<file path="src/rtl/mem_access_ctrl.sv">
// mem_access_ctrl
// Holds the MAR, MDR and IR of the datapath. Runs one handshaked read or
// write to external memory at a time, and aborts the access if no ack
// arrives within TIMEOUT cycles.
//
// Ports
//   clk, rst              clock, synchronous active-high reset
//   busC                  MAR load source (low ADDR_WIDTH bits), alternate MDR source
//   bus_alu               MDR load source
//   mar_en, mar_sclr      MAR load / clear (ignored while busy)
//   mdr_en, mdr_alu_n     MDR load from bus, source select (0 = bus_alu, 1 = busC)
//   ir_en, ir_sclr        IR load from the top of MDR / clear (always honoured)
//   mem_req, wr_rdn       start an access; direction 1 = write, 0 = read
//   mem_rdata, mem_ack    memory read data and access-complete handshake
//   mem_addr, mem_wdata   MAR and MDR driven to memory
//   mem_cs, mem_we        chip select (READ/WRITE), write enable (WRITE)
//   mdr_q, instruction    MDR and IR contents
//   busy, done, err       access in progress, completion pulse, timeout pulse
module mem_access_ctrl #(
    parameter int DATA_WIDTH  = 8,
    parameter int ADDR_WIDTH  = 8,
    parameter int INSTR_WIDTH = 5,
    parameter int TIMEOUT     = 15
) (
    input  logic                   clk,
    input  logic                   rst,
    input  logic [DATA_WIDTH-1:0]  busC,
    input  logic [DATA_WIDTH-1:0]  bus_alu,
    input  logic                   mar_en,
    input  logic                   mar_sclr,
    input  logic                   mdr_en,
    input  logic                   mdr_alu_n,
    input  logic                   ir_en,
    input  logic                   ir_sclr,
    input  logic                   mem_req,
    input  logic                   wr_rdn,
    input  logic [DATA_WIDTH-1:0]  mem_rdata,
    input  logic                   mem_ack,
    output logic [ADDR_WIDTH-1:0]  mem_addr,
    output logic [DATA_WIDTH-1:0]  mem_wdata,
    output logic                   mem_cs,
    output logic                   mem_we,
    output logic [DATA_WIDTH-1:0]  mdr_q,
    output logic [INSTR_WIDTH-1:0] instruction,
    output logic                   busy,
    output logic                   done,
    output logic                   err
);

    localparam int CNT_W = $clog2(TIMEOUT + 1);
    localparam logic [CNT_W-1:0] CNT_LAST = CNT_W'(TIMEOUT - 1);

    typedef enum logic [1:0] {
        IDLE  = 2'd0,
        READ  = 2'd1,
        WRITE = 2'd2
    } state_t;

    state_t                 state;
    state_t                 state_nxt;
    logic [CNT_W-1:0]       cnt;
    logic [CNT_W-1:0]       cnt_nxt;
    logic                   done_nxt;
    logic                   err_nxt;
    logic                   rd_load;
    logic                   idle;

    logic [ADDR_WIDTH-1:0]  mar;
    logic [DATA_WIDTH-1:0]  mdr;
    logic [INSTR_WIDTH-1:0] ir;
    logic                   cs_r;
    logic                   we_r;
    logic                   done_r;
    logic                   err_r;

    assign idle = (state == IDLE);

    // Next-state logic. The direction is fixed by the state entered, so
    // wr_rdn only matters on the IDLE edge that accepts mem_req.
    always_comb begin
        state_nxt = state;
        cnt_nxt   = cnt;
        done_nxt  = 1'b0;
        err_nxt   = 1'b0;
        rd_load   = 1'b0;
        case (state)
            IDLE: begin
                cnt_nxt = '0;
                if (mem_req) begin
                    state_nxt = wr_rdn ? WRITE : READ;
                end
            end
            READ, WRITE: begin
                // An ack on the final allowed edge still counts as success.
                if (mem_ack) begin
                    state_nxt = IDLE;
                    cnt_nxt   = '0;
                    done_nxt  = 1'b1;
                    rd_load   = (state == READ);
                end else if (cnt == CNT_LAST) begin
                    state_nxt = IDLE;
                    cnt_nxt   = '0;
                    err_nxt   = 1'b1;
                end else begin
                    cnt_nxt = cnt + CNT_W'(1);
                end
            end
            default: begin
                state_nxt = IDLE;
                cnt_nxt   = '0;
            end
        endcase
    end

    // Control state and registered status outputs, decoded from the next
    // state so they line up with the state they describe.
    always_ff @(posedge clk) begin
        if (rst) begin
            state  <= IDLE;
            cnt    <= '0;
            cs_r   <= 1'b0;
            we_r   <= 1'b0;
            done_r <= 1'b0;
            err_r  <= 1'b0;
        end else begin
            state  <= state_nxt;
            cnt    <= cnt_nxt;
            cs_r   <= (state_nxt != IDLE);
            we_r   <= (state_nxt == WRITE);
            done_r <= done_nxt;
            err_r  <= err_nxt;
        end
    end

    // MAR is frozen during an access so mem_addr stays stable.
    always_ff @(posedge clk) begin
        if (rst) begin
            mar <= '0;
        end else if (idle) begin
            if (mar_sclr) begin
                mar <= '0;
            end else if (mar_en) begin
                mar <= busC[ADDR_WIDTH-1:0];
            end
        end
    end

    // MDR takes read data on a read ack; bus loads only happen in IDLE so
    // mem_wdata stays stable during a write.
    always_ff @(posedge clk) begin
        if (rst) begin
            mdr <= '0;
        end else if (rd_load) begin
            mdr <= mem_rdata;
        end else if (idle && mdr_en) begin
            mdr <= mdr_alu_n ? busC : bus_alu;
        end
    end

    // IR samples the pre-edge MDR, so an ir_en on a read-ack edge gets the
    // old MDR value.
    always_ff @(posedge clk) begin
        if (rst) begin
            ir <= '0;
        end else if (ir_sclr) begin
            ir <= '0;
        end else if (ir_en) begin
            ir <= mdr[DATA_WIDTH-1 -: INSTR_WIDTH];
        end
    end

    assign mem_addr    = mar;
    assign mem_wdata   = mdr;
    assign mdr_q       = mdr;
    assign instruction = ir;
    assign mem_cs      = cs_r;
    assign mem_we      = we_r;
    assign busy        = cs_r;
    assign done        = done_r;
    assign err         = err_r;

endmodule

</file>
<file path="config.mk">
export PLATFORM = sky130hd
export DESIGN_NAME = mem_access_ctrl
export DESIGN_NICKNAME = d
export VERILOG_FILES = /design/src/rtl/mem_access_ctrl.sv
export SDC_FILE = /design/constraint.sdc
export NUM_CORES = 1
export LEC_CHECK = 0
export ABC_AREA = 1
export CORE_ASPECT_RATIO = 0.7
export CORE_MARGIN = 3
export CORE_UTILIZATION = 41
export DETAILED_ROUTE_END_ITERATION = 12
export PLACE_DENSITY = 0.79
export SYNTH_ARGS = -nofsm -noshare
export SYNTH_HDL_FRONTEND = slang
export SYNTH_SLANG_ARGS = --single-unit
</file>
<file path="constraint.sdc">
create_clock -name clk -period 1.65 [get_ports clk]
set_input_delay 0.165 -clock clk [delete_from_list [all_inputs] [get_ports clk]]
set_output_delay 0.165 -clock clk [all_outputs]
set_load 0.02 [all_outputs]
</file>
==> qor.txt <==
Layout area overhead -> 50.0%
Rel. slew slack -> 0.659
Setup TNS -> 0 ns
Post-synth top area share -> 0.407
Synth Area per Inst -> 7.00 µm²
First-pass DRT Iterations -> 4
Final Skew -> 0.00310 ns
CTS tree -> yes
Critical path, cell by cell -> clkdlybuf4s50_1
CTS Buf Count -> 5
Type of element capturing the critical path -> output pin
Sequential fraction of the synthesis area -> 0.407
First-pass GRT wire length -> 6420 µm
GRT Overall Usage -> 0.182
CTS Hold Bufs -> 0
Final Hold Viols -> 0
CTS Buffer Depth -> 2
Post-CTS Resized -> 0
PortBufs -> 68
P_leak -> 1.02 nW
Slew Limit Fails -> 0
Die X -> 78.9 µm
Largest family of logic cells by synthesized area -> simple AND/OR/NAND/NOR gates
Post-route ant nets -> 0
CP bufs+invs -> 1
Worst Path Max Fanout -> 4
Share of layout cells above drive strength 1 -> 0.0745
Setup violations, final -> 0
Critical path capture point -> mem_wdata[4]
Post-DP HPWL -> 3040 µm
Initial antenna violation count -> 0
Design Area, Final -> 2290 µm²
Netlist cell types -> 22
XOR/XNOR share of the synthesized area -> 0.00574
WP depth -> 1
Slowest CP cell -> clkdlybuf4s50_1
Largest area contributor in the netlist -> dfxtp_1
Clock sinks -> 31
I/O pin count -> 69
Startpoint class of the critical path -> register
Initial Util -> 0.454
Clock Latency Late Sink -> 0.28 ns
Post-synth net total -> 258
Largest net degree at the start of global routing -> 17
Hold slack -> 0.459 ns
Worst r2r path cells -> 7
Placer congestion estimate -> 0.816
Tmin final -> 1.47 ns
DR vias/cell -> 4.64
DIE AREA -> 4500 µm²
Final worst-path cycle share -> 0.891
Largest stage delay, worst path -> 0.64 ns
Clock root cell -> clkbuf_8
Grt total ovfl -> 0
Status -> complete, no violations
FF-to-FF setup slack -> 0.29 ns
Hold Crit Class -> register to register
Ant diodes -> 0
Simple-Gate Fraction of Synth Area -> 0.310
Clock-pin slew of the registers on the worst-case setup and hold paths -> 0.07 ns
Critical path launch point -> mdr_q[4]$_SDFFE_PP0P_
Post-CTS setup buffer count -> 0
Cell Area, Synth -> 1530 µm²
Worst Path Required -> 1.48 ns
Top post-synthesis cells by area -> dfxtp_1 41%, nand2_1 15%, nor2_1 7.4%, buf_4 4.9%, inv_1 4.7%
Slew @ Worst Pin -> 0.511 ns
Core Rows -> 17
Worst r2r src -> state[0]$_SDFF_PP0_
Die height -> 57.1 µm
Complex-gate fraction of the synthesized area -> 0.109
Power Density -> 972 nW/µm²
RSZ-0062 raised after global routing -> false
Maxcap violations -> 0
R2R Path End -> mdr_q[2]$_SDFFE_PP0P_
Vias in the first global route -> 1,379
Drt drc -> 0
Synth Register Bits -> 31
# nets final -> 321
Maximum VDD drop -> 628 µV
Setup CP Type -> register to output pin
Routed WL -> 3910 µm
Synth Instances -> 218
Mux contribution to synthesized area -> 0
Synth Area in Adders -> 0.0410
Via count -> 1,525
Max H-tree Level -> 2
Kind of cell adding the most delay to the critical path -> buffers and inverters
Post-DR wirelength/cell -> 11.9 µm
Fmax -> 680 MHz
Yosys Warn Count -> 0
Arr. time, crit path -> 1.30 ns
Total core area -> 3360 µm²
Placed Area -> 2170 µm²
Drt initial violations -> 50
[final cells by class]
cell class | instances | area, µm²
timing repair buffer | 71 | 703
clock buffer | 6 | 82.6
inverter | 21 | 78.8
tap | 47 | 58.8
clock inverter | 2 | 35.0
sequential | 31 | 621
multi-input combinational | 151 | 711
fill | 297 | 1070
[sequential cells by signal, summed over array words and instances, names as in the netlist, 2 cells and up]
register     cells
state            2
instruction      5
cnt              4
mdr_q            8
mem_addr         8
[cells in the mapped netlist (all sizes together)]
master / n
nand3: 13
o21ai: 16
a21oi: 14
xnor2: 1
nor3: 1
nand4: 2
or2: 1
o21a: 1
inv: 21
buf: 15
dfxtp: 31
nand2: 67
nor2: 30
ha: 5
[through the flow]
step / worst slack, ns / utilization / power (mW) / instances
final: 0.180 / 0.681 / 2.22 / 329
after detailed placement: 0.162 / 0.646 / 1.48 / 321
after CTS: 0.160 / 0.681 / 2.24 / 329
after global placement: 0.231 / 0.646 / 1.47 / 321
after global routing: 0.126 / 0.681 / 2.33 / 329
after floorplan: 0.340 / - / 1.23 / 218
[worst min path at each step]
stage,start,end,depth (start not counted)
global route,instruction[0]$_SDFFE_PP0P_,instruction[0]$_SDFFE_PP0P_,2
finish,instruction[0]$_SDFFE_PP0P_,instruction[0]$_SDFFE_PP0P_,2
detailed placement,instruction[0]$_SDFFE_PP0P_,instruction[0]$_SDFFE_PP0P_,2
global placement,instruction[3]$_SDFFE_PP0P_,instruction[3]$_SDFFE_PP0P_,2
floorplan,ir_en,instruction[1]$_SDFFE_PP0P_,2
CTS,instruction[0]$_SDFFE_PP0P_,instruction[0]$_SDFFE_PP0P_,2
[cell usage in the layout (no fill, tap or decap)]
master and instances:
dfxtp_1 31, clkinv_2 1, o21a_2 1, buf_4 3, nor3_1 1, a21oi_2 2
xnor2_1 1, nand2_4 2, ha_1 5, nand4_1 2, nor2_1 30, nand3_1 13
clkbuf_8 6, bufinv_16 1, clkdlybuf4s50_1 68, a21oi_1 12, or2_2 1, inv_2 2
o21ai_0 6, nand2_2 2, inv_1 19, o21ai_1 10, nand2_1 63
[kinds of logic (layout without fill, tap and decap cells)]
group | count (synthesis) | in the layout
AOI/OAI and AO/OA | 31 | 31
xor gates and xnor gates | 1 | 1
adders and majority gates | 5 | 5
buffers and inverters | 36 | 100
DFF | 31 | 31
and+or+nand+nor | 114 | 114
[per-layer routing]
metal | global-route usage | wire [µm]
met1 | 0.243 | 1810
met2 | 0.278 | 1710
met3 | 0.0584 | 364
met4 | 0.0613 | 24
met5 | 0 | 0
[power breakdown]
group	internal, mW	switching, mW
Combinational	0.292	0.314
Clock	0.488	0.275
Sequential	0.811	0.0452
No activity file was read; power rests on OpenSTA's default activity.
